## src/rtl/generador_pkg.sv

```systemverilog
// generador_pkg: shared state type and sizing helper for the edge generator
package generador_pkg;

    typedef enum logic [1:0] {BAJO, BAJO_ESPERA, ALTO, ALTO_ESPERA} estado_gen_t;

    // Hold counter width; never narrower than one bit
    function automatic int ancho_cnt(input int a, input int b);
        int m;
        m = a > b ? a : b;
        return m > 1 ? $clog2(m) : 1;
    endfunction

endpackage

```

## src/rtl/generador_flancos.sv

```systemverilog
// generador_flancos: turns rise/fall requests into a registered level with minimum high/low times
// Early requests wait one deep until the hold expires; simultaneous rise+fall is rejected.
module generador_flancos
    import generador_pkg::*;
#(
    parameter int MIN_ALTO = 4,
    parameter int MIN_BAJO = 2
) (
    input  logic clk,
    input  logic rst,
    input  logic req_subida,
    input  logic req_bajada,
    output logic signal_out,
    output logic ocupado,
    output logic descartado
);

    localparam int CW = ancho_cnt(MIN_ALTO, MIN_BAJO);
    localparam logic [CW-1:0] CARGA_ALTO = CW'(MIN_ALTO - 1);
    localparam logic [CW-1:0] CARGA_BAJO = CW'(MIN_BAJO - 1);

    estado_gen_t   estado_q, estado_d;
    logic [CW-1:0] cnt_q, cnt_d;
    logic          pend_q, pend_d;
    logic          signal_q, ocupado_q, descartado_q;
    logic          alto, espera, conflicto, opuesto, mismo, pend_eff, mover;

    assign alto      = estado_q inside {ALTO, ALTO_ESPERA};
    assign espera    = estado_q inside {BAJO_ESPERA, ALTO_ESPERA};
    assign conflicto = req_subida && req_bajada;
    assign opuesto   = alto ? req_bajada : req_subida;
    assign mismo     = alto ? req_subida : req_bajada;
    // A request back to the current level cancels a pending one
    assign pend_eff  = pend_q ? !mismo : opuesto;
    assign mover     = !conflicto && (espera ? (cnt_q == '0 && pend_eff) : opuesto);

    always_comb begin
        estado_d = estado_q;
        cnt_d    = cnt_q;
        pend_d   = pend_q;
        if (mover) begin
            estado_d = alto ? BAJO_ESPERA : ALTO_ESPERA;
            cnt_d    = alto ? CARGA_BAJO : CARGA_ALTO;
            pend_d   = 1'b0;
        end else if (espera && !conflicto) begin
            estado_d = cnt_q == '0 ? (alto ? ALTO : BAJO) : estado_q;
            cnt_d    = cnt_q == '0 ? cnt_q : cnt_q - 1'b1;
            pend_d   = cnt_q != '0 && pend_eff;
        end
    end

    always_ff @(posedge clk) begin
        if (rst) begin
            estado_q     <= BAJO;
            cnt_q        <= '0;
            pend_q       <= 1'b0;
            signal_q     <= 1'b0;
            ocupado_q    <= 1'b0;
            descartado_q <= 1'b0;
        end else begin
            estado_q     <= estado_d;
            cnt_q        <= cnt_d;
            pend_q       <= pend_d;
            signal_q     <= estado_d inside {ALTO, ALTO_ESPERA};
            ocupado_q    <= (estado_d inside {BAJO_ESPERA, ALTO_ESPERA}) || pend_d;
            descartado_q <= conflicto;
        end
    end

    assign signal_out = signal_q;
    assign ocupado    = ocupado_q;
    assign descartado = descartado_q;

endmodule

```

## config.mk

```make
export PLATFORM = sky130hd
export DESIGN_NAME = generador_flancos
export DESIGN_NICKNAME = d
export VERILOG_FILES = /design/src/rtl/generador_pkg.sv /design/src/rtl/generador_flancos.sv
export SDC_FILE = /design/constraint.sdc
export NUM_CORES = 1
export LEC_CHECK = 0
export ABC_CLOCK_PERIOD_IN_PS = 1850
export CORE_AREA = 2 2 39 41
export CTS_CLUSTER_DIAMETER = 50
export CTS_CLUSTER_SIZE = 10
export DETAILED_ROUTE_END_ITERATION = 10
export DIE_AREA = 0 0 41 43
export GPL_ROUTABILITY_DRIVEN = 0
export GPL_TIMING_DRIVEN = 0
export PLACE_DENSITY = 0.64
export SLEW_MARGIN = 20
export SYNTH_ARGS = -nofsm -noshare
export SYNTH_HDL_FRONTEND = slang
export SYNTH_SLANG_ARGS = --single-unit
```

## constraint.sdc

```tcl
create_clock -name clk -period 1.85 [get_ports clk]
set_input_delay 0.2775 -clock clk [delete_from_list [all_inputs] [get_ports clk]]
set_output_delay 0.2775 -clock clk [all_outputs]
set_load 0.05 [all_outputs]
```

==> impl_metrics.json, run 1 <==
{
  "num_io_pins": 7,
  "hold_path_class": "input pin to register",
  "cp.required_ps": 1980,
  "synth.cell_area_um2": 480,
  "cts.sinks": 8,
  "slew_viol_final": 0,
  "port_buffers": 4,
  "grt_max_degree": 11,
  "grt_overflow": 0,
  "synth_top_area_share_pct": 33.3,
  "hpwl_um": 602,
  "post-route-util_pct": 40.7,
  "num_antenna_cells": 0,
  "die_area_um2": 1760,
  "rr_startpoint": "estado_q[1]",
  "met3_usage_pct": 3.14,
  "hold_viol": 0,
  "use_met1_pct": 17.5,
  "antenna_found_initial": 0,
  "p_leak_nw": 0.216,
  "min_period_ps": 1750,
  "clk_path_buf_depth": 2,
  "wire_per_inst_um": 11.0,
  "rows": 14,
  "clkLatencyLatePin_ps": 250,
  "worstPathArrival_ps": 1880,
  "min_from": "rst",
  "grt_usage_pct": 12.2,
  "r2r_cells": 5,
  "status": "finished, final reports clean",
  "path_clk_slew_ps": 50,
  "post_cts_resized": 0,
  "grt_pass1_wl_mm": 1.44,
  "htree_levels": 1,
  "cts_root_buf": "clkbuf_4",
  "grt_pass1_vias": 330,
  "syn2layout_area_growth_pct": 17.2,
  "die_w_um": 41,
  "cts_made_buffers": 3,
  "viasPerCell": 5.04,
  "maxCapViolCount": 0,
  "crit_path_start": "req_subida",
  "synth_fp_nets": 58,
  "drc": 0,
  "ant_nets": 0,
  "endpoint": "signal_out",
  "cts_hold_buffers": 0,
  "crit_type": "input pin to register",
  "die_h_um": 43,
  "routed_wl_um": 834,
  "yosysWarnings": 0,
  "synthArstFlopShare_pct": 0,
  "crit-reg2reg-capture": "signal_out",
  "period_share_pct": 94.3,
  "final_nets": 67,
  "busiest_layer": "met1",
  "irDropWorstVdd_uv": 503,
  "avgSynthCellArea_um2": 9.07,
  "yosysUniqueCellTypes": 29,
  "synth_area_leader_cell": "dfxtp_1",
  "power_density_nw_per_um2": 1440,
  "slew_headroom_pct": 67.2,
  "fin_tns_setup_ps": 0,
  "layout-drive-gt1-share_pct": 18.3,
  "synth-main-ff-cell": "dfxtp_1",
  "rsz0062_at_grt": "no",
  "cp-start-kind": "input pin",
  "finalSetupViolCount": 0,
  "worst_pin_slew_ps": 491,
  "fill_cells": 142,
  "crit_fanout": 7,
  "seqCellArea_um2": 160,
  "clock-skew-final_ps": 6.02,
  "fmaxAchievable_ghz": 0.573,
  "synth-edff-count": 0,
  "start_util_pct": 34.7,
  "worst_setup_path_end_kind": "register",
  "yosysSeqAreaShare_pct": 33.3,
  "drtIter0Drc": 5,
  "ys_top_cells_by_area": "dfxtp_1 (33%), a21oi_1 (6.3%), mux2_1 (4.7%)",
  "met2_usage_pct": 15.3,
  "cts_tree": "yes",
  "postCtsSetupRepairBufs": 0,
  "route.vias.total": 383,
  "synth-seq-cells": 8,
  "yosysMostFrequentCell": "dfxtp_1",
  "first_pass_iters": 3,
  "yosys-top-cells-count": "dfxtp_1 (8), a21oi_1 (6), nand2_1 (6)",
  "rrSetupSlack_ps": 280,
  "core_area_um2": 1380,
  "synthCells": 53,
  "multi_input_area_um2": 279
}
power breakdown:
part / leakage, nW / switching (mW) / internal, mW / total (mW)
Combinational: 0.136 / 0.244 / 0.187 / 0.431
Clock: 0.0138 / 0.0589 / 0.0742 / 0.133
Sequential: 0.0661 / 0.0185 / 0.228 / 0.247
sequential cells by signal, indices dropped and copies added (netlist names):
register    flops
pend_q          1
signal_out      1
ocupado         1
cnt_q           2
estado_q        2
descartado      1
layout by cell type (no fill, tap or decap):
cell type        n
dfxtp_1          8
a21oi_1          6
nand2_1          6
clkdlybuf4s50_1  4
inv_1            3
buf_2            3
clkbuf_4         3
nor2_1           2
mux2_1           2
o21ai_0          2
buf_6            1
nand2b_1         1
o32ai_2          1
or4b_4           1
o31ai_4          1
a21oi_4          1
nand3b_1         1
xnor2_1          1
clkbuf_1         1
nor2b_1          1
or4b_1           1
or3_1            1
o311ai_1         1
o32a_1           1
a2bb2oi_1        1
nor3b_1          1
o21bai_1         1
nand3_1          1
a21o_1           1
a31oi_1          1
ha_1             1
through the flow:
step / hold slack, ps / total power [mW] / setup slack, ps / instance area [um2] / cells
2_1_floorplan: 456 / 0.597 / 331 / 480 / 53
3_3_place_gp: 582 / 0.677 / -157 / 541 / 73
3_5_place_dp: 599 / 0.686 / -154 / 541 / 73
4_1_cts: 396 / 0.822 / 111 / 563 / 76
5_1_grt: 432 / 0.877 / 65.2 / 563 / 76
6_report: 395 / 0.811 / 105 / 563 / 76
per-layer routing:
metal / vias up / wire length [um]
met5: - / 0
met4: 0 / 14
met3: 2 / 18
met2: 4 / 388
met1: 171 / 412
li1: 206 / -
cell type report:
class	instances	area share (%)
buffer	5	5.33
clock buffer	3	4.00
inverter	3	2.00
multi-input combinational	37	49.6
sequential	8	28.4
tap	16	3.56
timing repair buffer	4	7.11
critical path, stage by stage:
cell and delay [ps]:
clkdlybuf4s50_1 610, or4b_4 510, o31ai_4 80, a21oi_4 80
mux2_1 310
how the worst min path moves through the flow:
stage               slack, ps  cells after the start           to
finish                    400                      2   descartado
global route              430                      2  estado_q[0]
CTS                       400                      2   descartado
detailed placement        600                      3     cnt_q[1]
global placement          580                      3     cnt_q[1]
floorplan                 460                      2   descartado
cell families after synthesis:
family | count (synthesis) | share of synthesized area (%)
AO/OA/AOI/OAI | 17 | 29.7
XOR/XNOR | 1 | 1.82
adder cells (fa/ha/maj) | 1 | 2.60
buffers and inverters | 8 | 8.59
flip-flops | 8 | 33.3
multiplexers | 2 | 4.69
AND/OR/NAND/NOR | 16 | 19.3
No activity file was read; power rests on OpenSTA's default activity.
==> run 2: changes to the inputs <==
- DONT_BUFFER_PORTS: default -> 1
- PLACE_DENSITY: 0.64 -> 0.57
==> run 2 against run 1 <==
  * Flip-flop and latch count unchanged
  * Largest cell class unchanged
  * Final cell count decreased by 5.3%
  * Register-to-register slack about the same
==> impl_metrics.json, run 2 (synthesis results as in run 1) <==
{
  "drc": 0,
  "multi_input_area_um2": 279,
  "hpwl_um": 573,
  "crit_fanout": 9,
  "period_share_pct": 85.1,
  "worst_setup_path_end_kind": "register",
  "route.vias.total": 382,
  "whs_endpoint": "descartado",
  "rsz0062_at_grt": "no",
  "postCtsSetupRepairBufs": 0,
  "post-route-util_pct": 37.8,
  "clock-skew-final_ps": 12.6,
  "rr_startpoint": "estado_q[1]",
  "fin_tns_setup_ps": 0,
  "slew_viol_final": 0,
  "irDropWorstVdd_uv": 525,
  "mostFrequentLayoutCells": "dfxtp_1 (8), a21oi_1 (6), nand2_1 (6)",
  "critPathMaxStageDelay_ps": 540,
  "p_leak_nw": 0.202,
  "num_antenna_cells": 0,
  "post_cts_resized": 0,
  "fill_cells": 147,
  "slowest_stage": "or4b_4",
  "place_inst": 69,
  "crit_family": "simple AND/OR/NAND/NOR gates",
  "cts_root_buf": "clkbuf_4",
  "num_io_pins": 7,
  "slew_headroom_pct": 68.5,
  "reg_top3": "cnt_q (2), estado_q (2)",
  "hold_path_class": "input pin to register",
  "antenna_found_initial": 0,
  "place_ws_ps": 279,
  "grt_overflow": 0,
  "first_pass_iters": 2,
  "grt_pass1_vias": 332,
  "r2r_cells": 5,
  "min_from": "req_subida",
  "crit_type": "register to register",
  "viasPerCell": 5.31,
  "cts_made_buffers": 3,
  "fmaxAchievable_ghz": 0.635,
  "rrSetupSlack_ps": 280,
  "status": "finished, final reports clean",
  "worst_pin_slew_ps": 472,
  "power_density_nw_per_um2": 1490,
  "path_clk_slew_ps": 50,
  "cts.sinks": 8,
  "ant_nets": 0,
  "clkLatencyLatePin_ps": 260,
  "clk_path_buf_depth": 2,
  "min_path_cells": 2,
  "rows": 14,
  "crit-reg2reg-capture": "signal_out",
  "cts_tree": "yes",
  "cp.required_ps": 1990,
  "worstPathArrival_ps": 1710,
  "htree_levels": 1,
  "path_buf_inv": 1,
  "stdcell_count": 72,
  "layout-drive-gt1-share_pct": 19.6,
  "maxCapViolCount": 0,
  "grt_usage_pct": 12.1,
  "start_util_pct": 34.7,
  "layout_setup_ws_ps": 276,
  "routed_wl_um": 816,
  "die_h_um": 43,
  "cts_hold_buffers": 0,
  "seqCellArea_um2": 160,
  "wire_per_inst_um": 11.3,
  "fin_total_pwr_uw": 781,
  "layout_commonest_cell": "dfxtp_1",
  "die_area_um2": 1760,
  "port_buffers": 0,
  "min_period_ps": 1570,
  "final_nets": 63,
  "die_w_um": 41,
  "grt_pass1_wl_mm": 1.39,
  "grt_max_degree": 11,
  "cp_cell_sequence": "buf_6 -> or4b_4 -> o31ai_4 -> a21oi_4 -> mux2_1",
  "cp-start-kind": "register",
  "finalSetupViolCount": 0,
  "syn2layout_area_growth_pct": 8.85,
  "core_area_um2": 1380,
  "drtIter0Drc": 1,
  "hold_viol": 0
}
## run 2: cell types whose count changed in the layout (fill, tap and decap cells not counted)
| cell | change |
|---|---|
| clkdlybuf4s50_1 | -4 |
## run 2: worst max path at each step
| stage | endpoint | startpoint | slack, ps | cells after the start |
|---|---|---|---|---|
| 3_5_place_dp | signal_out | estado_q[1] | 280 | 5 |
| 4_1_cts | signal_out | estado_q[1] | 270 | 5 |
| 6_report | signal_out | estado_q[1] | 280 | 5 |
| 2_1_floorplan | estado_q[1] | estado_q[1] | 330 | 5 |
| 5_1_grt | signal_out | estado_q[1] | 240 | 5 |
| 3_3_place_gp | estado_q[1] | estado_q[1] | 280 | 5 |
## run 2: area by class of cell
cell class                 count  area share, %
multi-input combinational     37           53.3
sequential                     8           30.6
buffer                         5           5.74
clock buffer                   3           4.31
tap                           16           3.83
inverter                       3           2.15
## run 2: layer usage
metal	track usage, %	share of wire, %
met5	0	0
met4	10.0	2.6
met3	4.71	2.1
met2	15.9	50
met1	14.6	45
## run 2: power breakdown
| group | switching [mW] | internal [mW] | total, mW |
|---|---|---|---|
| registers | 0.0801 | 0.228 | 0.309 |
| clock network | 0.0646 | 0.0746 | 0.139 |
| logic | 0.177 | 0.157 | 0.333 |
## run 2: metrics by stage
| step | instance area, um2 | hold slack (ps) |
|---|---|---|
| floorplan | 480 | 456 |
| global placement | 500 | 495 |
| detailed placement | 500 | 495 |
| CTS | 523 | 223 |
| global route | 523 | 246 |
| finish | 523 | 234 |
==> run 3: changes to the inputs <==
- ABC_CLOCK_PERIOD_IN_PS: 1850 -> 1400
- CTS_CLUSTER_DIAMETER: 50 -> 100
- PLACE_DENSITY: 0.57 -> 0.59
- clock period: 1.85 -> 1.4 ns (I/O delays scaled with it)
==> run 3 against run 2 <==
  * The run now ends with negative setup slack left
  * Power grew 56%
  * Via count grew 1.3%
  * Combinational power grew 84%
  * Count of clock-buffer cells in the layout is the same
  * Highest routed layer is now met3
  * Routed wire length grew 17%
  * Utilization grew 6.1 points
  * Cell area grew 16%
  * Critical path depth shrank 1
==> impl_metrics.json, run 3 (synthesis results as in run 1) <==
{
  "status": "finished with violations",
  "failed_checks": "negative setup slack",
  "slew_viol_final": 0,
  "min_path_cells": 2,
  "syn2layout_area_growth_pct": 26.6,
  "critPathMaxStageDelay_ps": 540,
  "grt_max_degree": 11,
  "mostFrequentLayoutCells": "nand2_1 (6), dfxtp_1 (5), buf_4 (4)",
  "layout_setup_ws_ps": -57.7,
  "p_leak_nw": 0.227,
  "whs_endpoint": "descartado",
  "finalSetupViolCount": 3,
  "cts.sinks": 8,
  "switching_power_uw": 491,
  "num_antenna_cells": 0,
  "ant_nets": 0,
  "clock-skew-final_ps": 2.74,
  "hold_viol": 0,
  "layout_commonest_cell": "nand2_1",
  "first_pass_iters": 2,
  "fmaxAchievable_ghz": 0.686,
  "path_clk_slew_ps": 60,
  "worst_setup_path_end_kind": "register",
  "rrSetupSlack_ps": -60,
  "p_int_uw": 727,
  "cts_hold_buffers": 0,
  "cp.required_ps": 1540,
  "slowest_stage": "or4b_4",
  "layout-drive-gt1-share_pct": 41.4,
  "cp-start-kind": "register",
  "grt_pass1_vias": 335,
  "route.vias.total": 387,
  "drc": 0,
  "cp_cell_sequence": "or4b_4 -> o31ai_4 -> a21oi_4 -> mux2_4",
  "clkLatencyLatePin_ps": 250,
  "power_density_nw_per_um2": 2000,
  "min_from": "req_subida",
  "reg_top3": "cnt_q (2), estado_q (2)",
  "fill_cells": 142,
  "cts_tree": "yes",
  "dpl_cell_area_um2": 508,
  "core_area_um2": 1380,
  "rsz0062_at_grt": "yes",
  "rows": 14,
  "grt_usage_pct": 12.4,
  "maxCapViolCount": 0,
  "slew_headroom_pct": 67.8,
  "die_h_um": 43,
  "path_buf_inv": 0,
  "die_area_um2": 1760,
  "clk_path_buf_depth": 2,
  "p_clk_share_pct": 14.6,
  "worst_pin_slew_ps": 482,
  "rr_startpoint": "estado_q[0]",
  "start_util_pct": 34.7,
  "viasPerCell": 5.23,
  "cts_root_buf": "clkbuf_4",
  "final_nets": 65,
  "num_io_pins": 7,
  "wire_per_inst_um": 12.9,
  "crit_fanout": 5,
  "seqPwrFrac_pct": 35.1,
  "drtIter0Drc": 2,
  "stdcell_count": 74,
  "grt_pass1_wl_mm": 1.46,
  "die_w_um": 41,
  "crit-reg2reg-capture": "estado_q[1]",
  "irDropWorstVdd_uv": 618,
  "cts_made_buffers": 3,
  "hold_path_class": "input pin to register",
  "switching_share_pct": 40.3,
  "combPwrFrac_pct": 50.2,
  "design_area_um2": 608,
  "r2r_cells": 4,
  "worstPathArrival_ps": 1600,
  "htree_levels": 1,
  "port_buffers": 0,
  "crit_type": "register to register",
  "hpwl_um": 603,
  "crit_family": "simple AND/OR/NAND/NOR gates",
  "period_share_pct": 104,
  "place_inst": 69,
  "grt_overflow": 0,
  "routed_wl_um": 956,
  "antenna_found_initial": 0,
  "min_period_ps": 1460
}
-- run 3: through the flow --
stage | power, mW | setup WS [ps] | setup TNS, ps | hold WS (ps) | util (%)
final | 1.22 | -57.7 | -114 | 157 | 43.9
after global routing | 1.31 | -87.2 | -261 | 166 | 43.9
after CTS | 1.16 | -130 | -412 | 149 | 41.1
after detailed placement | 0.890 | -137 | -333 | 425 | 36.7
after global placement | 0.882 | -143 | -329 | 427 | 36.7
after floorplan | 0.818 | -95.8 | -192 | 388 | -
-- run 3: worst max path at each step --
stage,startpoint,end,slack [ps],depth (start not counted)
floorplan,estado_q[1],estado_q[1],-100,5
global placement,estado_q[1],estado_q[1],-140,5
detailed placement,estado_q[1],estado_q[1],-140,5
CTS,estado_q[1],estado_q[1],-130,5
global route,estado_q[0],estado_q[1],-90,4
finish,estado_q[0],estado_q[1],-60,4
-- run 3: power groups by stage --
stage               clock network [mW]  logic [mW]  registers (mW)
floorplan                            0       0.410           0.408
global placement                     0       0.469           0.413
detailed placement                   0       0.476           0.414
CTS                              0.184       0.563           0.408
global route                     0.197       0.674           0.440
finish                           0.178       0.612           0.428
-- run 3: layout make-up --
type / instances / area (um2) / share of cell area (%)
inverter: 3 / 11.3 / 1.85
tap: 16 / 20.0 / 3.29
timing repair buffer: 4 / 30.0 / 4.94
clock buffer: 3 / 22.5 / 3.70
multi-input combinational: 37 / 340 / 56.0
buffer: 3 / 20.0 / 3.29
sequential: 8 / 164 / 27.0
-- run 3: repair_timing --
action | CTS | global route
buffers inserted | 3 | 1
pin swaps | 2 | 1
gates resized for setup | 4 | 10
setup endpoints to repair | 4 | 6
hold endpoints to repair | 0 | 0
-- run 3: metal layers --
layer  GRT usage [%]  vias to the layer above  routed length [um]
met3            3.66                        0                  39
met1            18.9                      179                 448
met4            8.00                        0                   0
met5               0                        -                   0
met2            14.4                        7                 468
li1                -                      201                   -
